$ cat src/rtl/bus_addr_pkg.sv
// bus_addr_pkg: shared FSM state type and default address map for bus_addr_ctrl
package bus_addr_pkg;
  typedef enum logic [1:0] {IDLE, ACTIVE, DONE, ERR} state_t;
  localparam int ADDR_W_DEF = 16;
  localparam logic [63:0] SLV_BASE_DEF = {16'hF000, 16'h8000, 16'h7000, 16'h0000};
  localparam logic [63:0] SLV_LAST_DEF = {16'hFFFF, 16'h8FFF, 16'h71FF, 16'h07FF};
endpackage

$ cat src/rtl/bus_addr_match.sv
// bus_addr_match: inclusive unsigned range comparator for one slave window
module bus_addr_match import bus_addr_pkg::*; #(
  parameter int ADDR_W = ADDR_W_DEF
) (
  input  logic [ADDR_W-1:0] addr,
  input  logic [ADDR_W-1:0] base,
  input  logic [ADDR_W-1:0] last,
  output logic              hit
);
  assign hit = (addr >= base) && (addr <= last);
endmodule

$ cat src/rtl/bus_addr_ctrl.sv
// bus_addr_ctrl: address-decoding bus controller; ACTIVE timeout enabled by BUS_ADDR_CTRL_TIMEOUT_EN
module bus_addr_ctrl import bus_addr_pkg::*; #(
  parameter int                         ADDR_W   = ADDR_W_DEF,
  parameter int                         NUM_SLV  = 4,
  parameter logic [NUM_SLV*ADDR_W-1:0]  SLV_BASE = SLV_BASE_DEF,
  parameter logic [NUM_SLV*ADDR_W-1:0]  SLV_LAST = SLV_LAST_DEF,
  parameter int                         TIMEOUT  = 15
) (
  input  logic               clk,
  input  logic               reset,
  input  logic               m_req,
  input  logic [ADDR_W-1:0]  m_addr,
  input  logic [NUM_SLV-1:0] s_ack,
  output logic [NUM_SLV-1:0] s_sel,
  output logic               m_ack,
  output logic               m_err,
  output logic               busy
);
  state_t state;
  logic [ADDR_W-1:0] addr_q, dec_addr;
  logic [NUM_SLV-1:0] hit, sel;
  logic ack_hit, timeout;
  if (NUM_SLV < 2 || NUM_SLV > 8 || TIMEOUT < 1) begin : g_bad_param
    $error("bus_addr_ctrl: illegal parameters");
  end
  assign dec_addr = (state == IDLE) ? m_addr : addr_q;
  for (genvar i = 0; i < NUM_SLV; i++) begin : g_match
    bus_addr_match #(.ADDR_W(ADDR_W)) u_match (
      .addr(dec_addr),
      .base(SLV_BASE[i*ADDR_W +: ADDR_W]),
      .last(SLV_LAST[i*ADDR_W +: ADDR_W]),
      .hit (hit[i])
    );
  end
  assign sel = hit & (~hit + NUM_SLV'(1));
  assign ack_hit = |(s_ack & s_sel);
  assign busy = (state != IDLE);
`ifdef BUS_ADDR_CTRL_TIMEOUT_EN
  localparam int CW = $clog2(TIMEOUT + 1);
  logic [CW-1:0] cnt;
  always_ff @(posedge clk)
    cnt <= (reset || state != ACTIVE) ? '0 : cnt + CW'(1);
  assign timeout = (state == ACTIVE) && (cnt == CW'(TIMEOUT - 1));
`else
  assign timeout = 1'b0;
`endif
  always_ff @(posedge clk) begin
    if (reset) begin
      state  <= IDLE;
      s_sel  <= '0;
      m_ack  <= 1'b0;
      m_err  <= 1'b0;
      addr_q <= '0;
    end else begin
      m_ack <= 1'b0;
      m_err <= 1'b0;
      case (state)
        IDLE: if (m_req) begin
          addr_q <= m_addr;
          s_sel  <= sel;
          state  <= |sel ? ACTIVE : ERR;
          m_err  <= ~|sel;
        end
        ACTIVE: if (!m_req) begin
          state <= IDLE;
          s_sel <= '0;
        end else if (ack_hit) begin
          state <= DONE;
          s_sel <= '0;
          m_ack <= 1'b1;
        end else if (timeout) begin
          state <= ERR;
          s_sel <= '0;
          m_err <= 1'b1;
        end else begin
          s_sel <= sel;
        end
        default: begin
          state <= IDLE;
          s_sel <= '0;
        end
      endcase
    end
  end
endmodule

$ cat config.mk
export PLATFORM = sky130hd
export DESIGN_NAME = bus_addr_ctrl
export DESIGN_NICKNAME = d
export VERILOG_FILES = /design/src/rtl/bus_addr_pkg.sv /design/src/rtl/bus_addr_match.sv /design/src/rtl/bus_addr_ctrl.sv
export SDC_FILE = /design/constraint.sdc
export NUM_CORES = 1
export LEC_CHECK = 0
export BUFFER_PORTS_ARGS = -buffer_cell sky130_fd_sc_hd__buf_2
export CAP_MARGIN = 10
export CORE_MARGIN = 8
export CORE_UTILIZATION = 47
export CTS_CLUSTER_SIZE = 10
export DETAILED_ROUTE_END_ITERATION = 7
export PLACE_DENSITY = 0.87
export SYNTH_ARGS = -nofsm -noshare
export SYNTH_HDL_FRONTEND = slang
export SYNTH_SLANG_ARGS = --single-unit
$ cat constraint.sdc
create_clock -name clk -period 3.21 [get_ports clk]
set_input_delay 0.321 -clock clk [delete_from_list [all_inputs] [get_ports clk]]
set_output_delay 0.321 -clock clk [all_outputs]
set_load 0.05 [all_outputs]
==> results.toml <==
[power_and_ir_drop]
comb_power_share = 0.214
power.leakage_nw = 0.346
power_switching_share = 0.306
p_total_w = 0.000395
p_sw_w = 0.000121
ir_worst_vdd_v = 0.000243
p_seq_frac = 0.522
intPower_w = 0.000274
clkPwrFrac = 0.264
power.density_nw_per_um2 = 487

[critical_path]
arrival_ns = 1.19
required_ns = 2.89
worstSetupPathType = "reg -> out"
critPathLaunchType = "register"
end_kind = "output pin"
path_max_fanout = 10

[drt]
wl_mm = 1.62
ant_nets = 0
drtPass1Iterations = 4
drtIter0Drc = 20
wire_per_inst_um = 13.6
vias = 671
drc_errors = 0
vias_per_cell = 5.64

[grt]
grt_pass1_vias = 637
antenna_found_initial = 0
grt_max_degree = 11
overflow = 0
grt_pass1_wl_mm = 2.67
grtUsageTotal = 0.122

[sta]
rsz0062_at_grt = "no"
worst_slack_ns = 1.70
setup_violations = 0
clock_skew_ns = 0.00388
fin_crit_ns = 1.51
relSlewSlack = 0.691
finalCritPeriodShare = 0.470
worst_pin_slew_ns = 0.461
max_freq_mhz = 663
tns_ns = 0
finalMaxSlewViolations = 0
finalHoldViolations = 0
hold_ws_ns = 0.298

[layout]
layout_commonest_cell = "buf_2"
final_nets = 127
antennaDiodeCount = 0
area_growth_pct = 16.4
layout_common_cells = "buf_2, nand2_1, dfxtp_1"
drive_above_1_share = 0.243

[cts]
ctsResizeCount = 0
clk_latency_ns = 0.28
post_cts_buffers = 0
clk_path_buf_depth = 2
clock_sinks = 15
cts-buffers-inserted = 3
clockRootBuffer = "clkbuf_4"
cts_max_level = 1
cts_tree = "yes"
ctsHoldBuffers = 0
clkTransAtPathRegs_ns = 0.08

[synthesis]
synth_area_um2 = 696
ys_warn_count = 0
synth_seq_area_share = 0.432
synth_nets = 107
synth-seq-cells = 15
yosysUniqueCellTypes = 30
avgSynthCellArea_um2 = 8.28
syn_inst = 84

[floorplan]
dieArea_um2 = 2970
initial_utilization = 0.478
core.rowCount = 14
core_area_um2 = 1450
die_height_um = 54.5
ios = 30
die_w_um = 54.5

[run_status]
status = "complete, no violations"

[place]
place_congestion = 0.945
place_ws_ns = 1.86
dp_hpwl_mm = 1.26
portBuffers = 20

[flow_run]
cap_violations = 0

[worst_hold_path]
hold_class = "in -> reg"
==> state kept, by name (all words and copies together) (netlist names) <==
name	count
s_sel	4
m_err	1
m_ack	1
addr_q	7
state	2
==> stage by stage <==
step,utilization,instance area (µm²),std cells
after floorplan,-,696,84
after global placement,0.539,783,115
after detailed placement,0.539,783,115
after CTS,0.557,810,119
after global routing,0.557,810,119
final,0.557,810,119
==> power groups by stage <==
stage / Combinational (W) / Clock [W] / Sequential [W]
global placement: 0.0000814 / 0 / 0.000210
floorplan: 0.0000566 / 0 / 0.000218
detailed placement: 0.0000831 / 0 / 0.000211
finish: 0.0000844 / 0.000104 / 0.000206
global route: 0.0000934 / 0.000118 / 0.000208
CTS: 0.0000839 / 0.000107 / 0.000206
==> final cells by class <==
type	instances	area (µm²)
fill	135	644
multi-input combinational	61	349
sequential	15	300
timing repair buffer	20	100
clock buffer	4	26.3
tap	16	20.0
inverter	3	13.8
==> synth_stat cells, drive strengths merged <==
| master | count | share of area |
|---|---|---|
| nand2 | 19 | 0.10 |
| and3 | 1 | 0.0090 |
| nor4 | 1 | 0.0090 |
| nand3 | 1 | 0.0072 |
| a22oi | 2 | 0.022 |
| o211ai | 1 | 0.011 |
| nand3b | 1 | 0.011 |
| o2111a | 1 | 0.016 |
| a21boi | 1 | 0.011 |
| or3 | 1 | 0.0090 |
| nor2b | 1 | 0.0090 |
| a22o | 1 | 0.013 |
| buf | 4 | 0.041 |
| a21oi | 8 | 0.058 |
| clkbuf | 1 | 0.0054 |
| o21ai | 2 | 0.014 |
| dfxtp | 15 | 0.43 |
| nor2 | 5 | 0.050 |
| a32o | 1 | 0.014 |
| o41ai | 2 | 0.025 |
| nor3 | 7 | 0.050 |
| mux2i | 2 | 0.029 |
| o2111ai | 1 | 0.013 |
| o31ai | 1 | 0.011 |
| inv | 3 | 0.020 |
| and2 | 1 | 0.0090 |
==> routing by layer <==
metal,part of all wire,track usage,vias up
met3,0.066,0.0353,2
li1,-,-,337
met4,0.0062,0.0615,0
met1,0.41,0.133,316
met5,0,0,-
met2,0.51,0.210,16
==> kinds of logic (layout without fill, tap and decap cells) <==
logic type | after synthesis | in the layout | share of synthesized area
buffers and inverters | 8 | 27 | 0.0666
flip-flops | 15 | 15 | 0.432
AO/OA/AOI/OAI | 21 | 21 | 0.207
AND/OR/NAND/NOR | 38 | 38 | 0.266
multiplexers | 2 | 2 | 0.0288
==> worst paths after layout <==
path,start,to,slack [ns],cells past startpoint
max,state[0],busy,1.70,3
min,m_addr[14],addr_q[14],0.30,3
max reg2reg,state[0],s_sel[1],1.87,3
min reg2reg,addr_q[11],addr_q[11],0.46,2
==> worst max-delay path: stages, from the launching register on <==
cell     delay, ns
dfxtp_1       0.47
nor2_8        0.09
inv_4         0.09
buf_2         0.26
No activity file was read; power rests on OpenSTA's default activity.
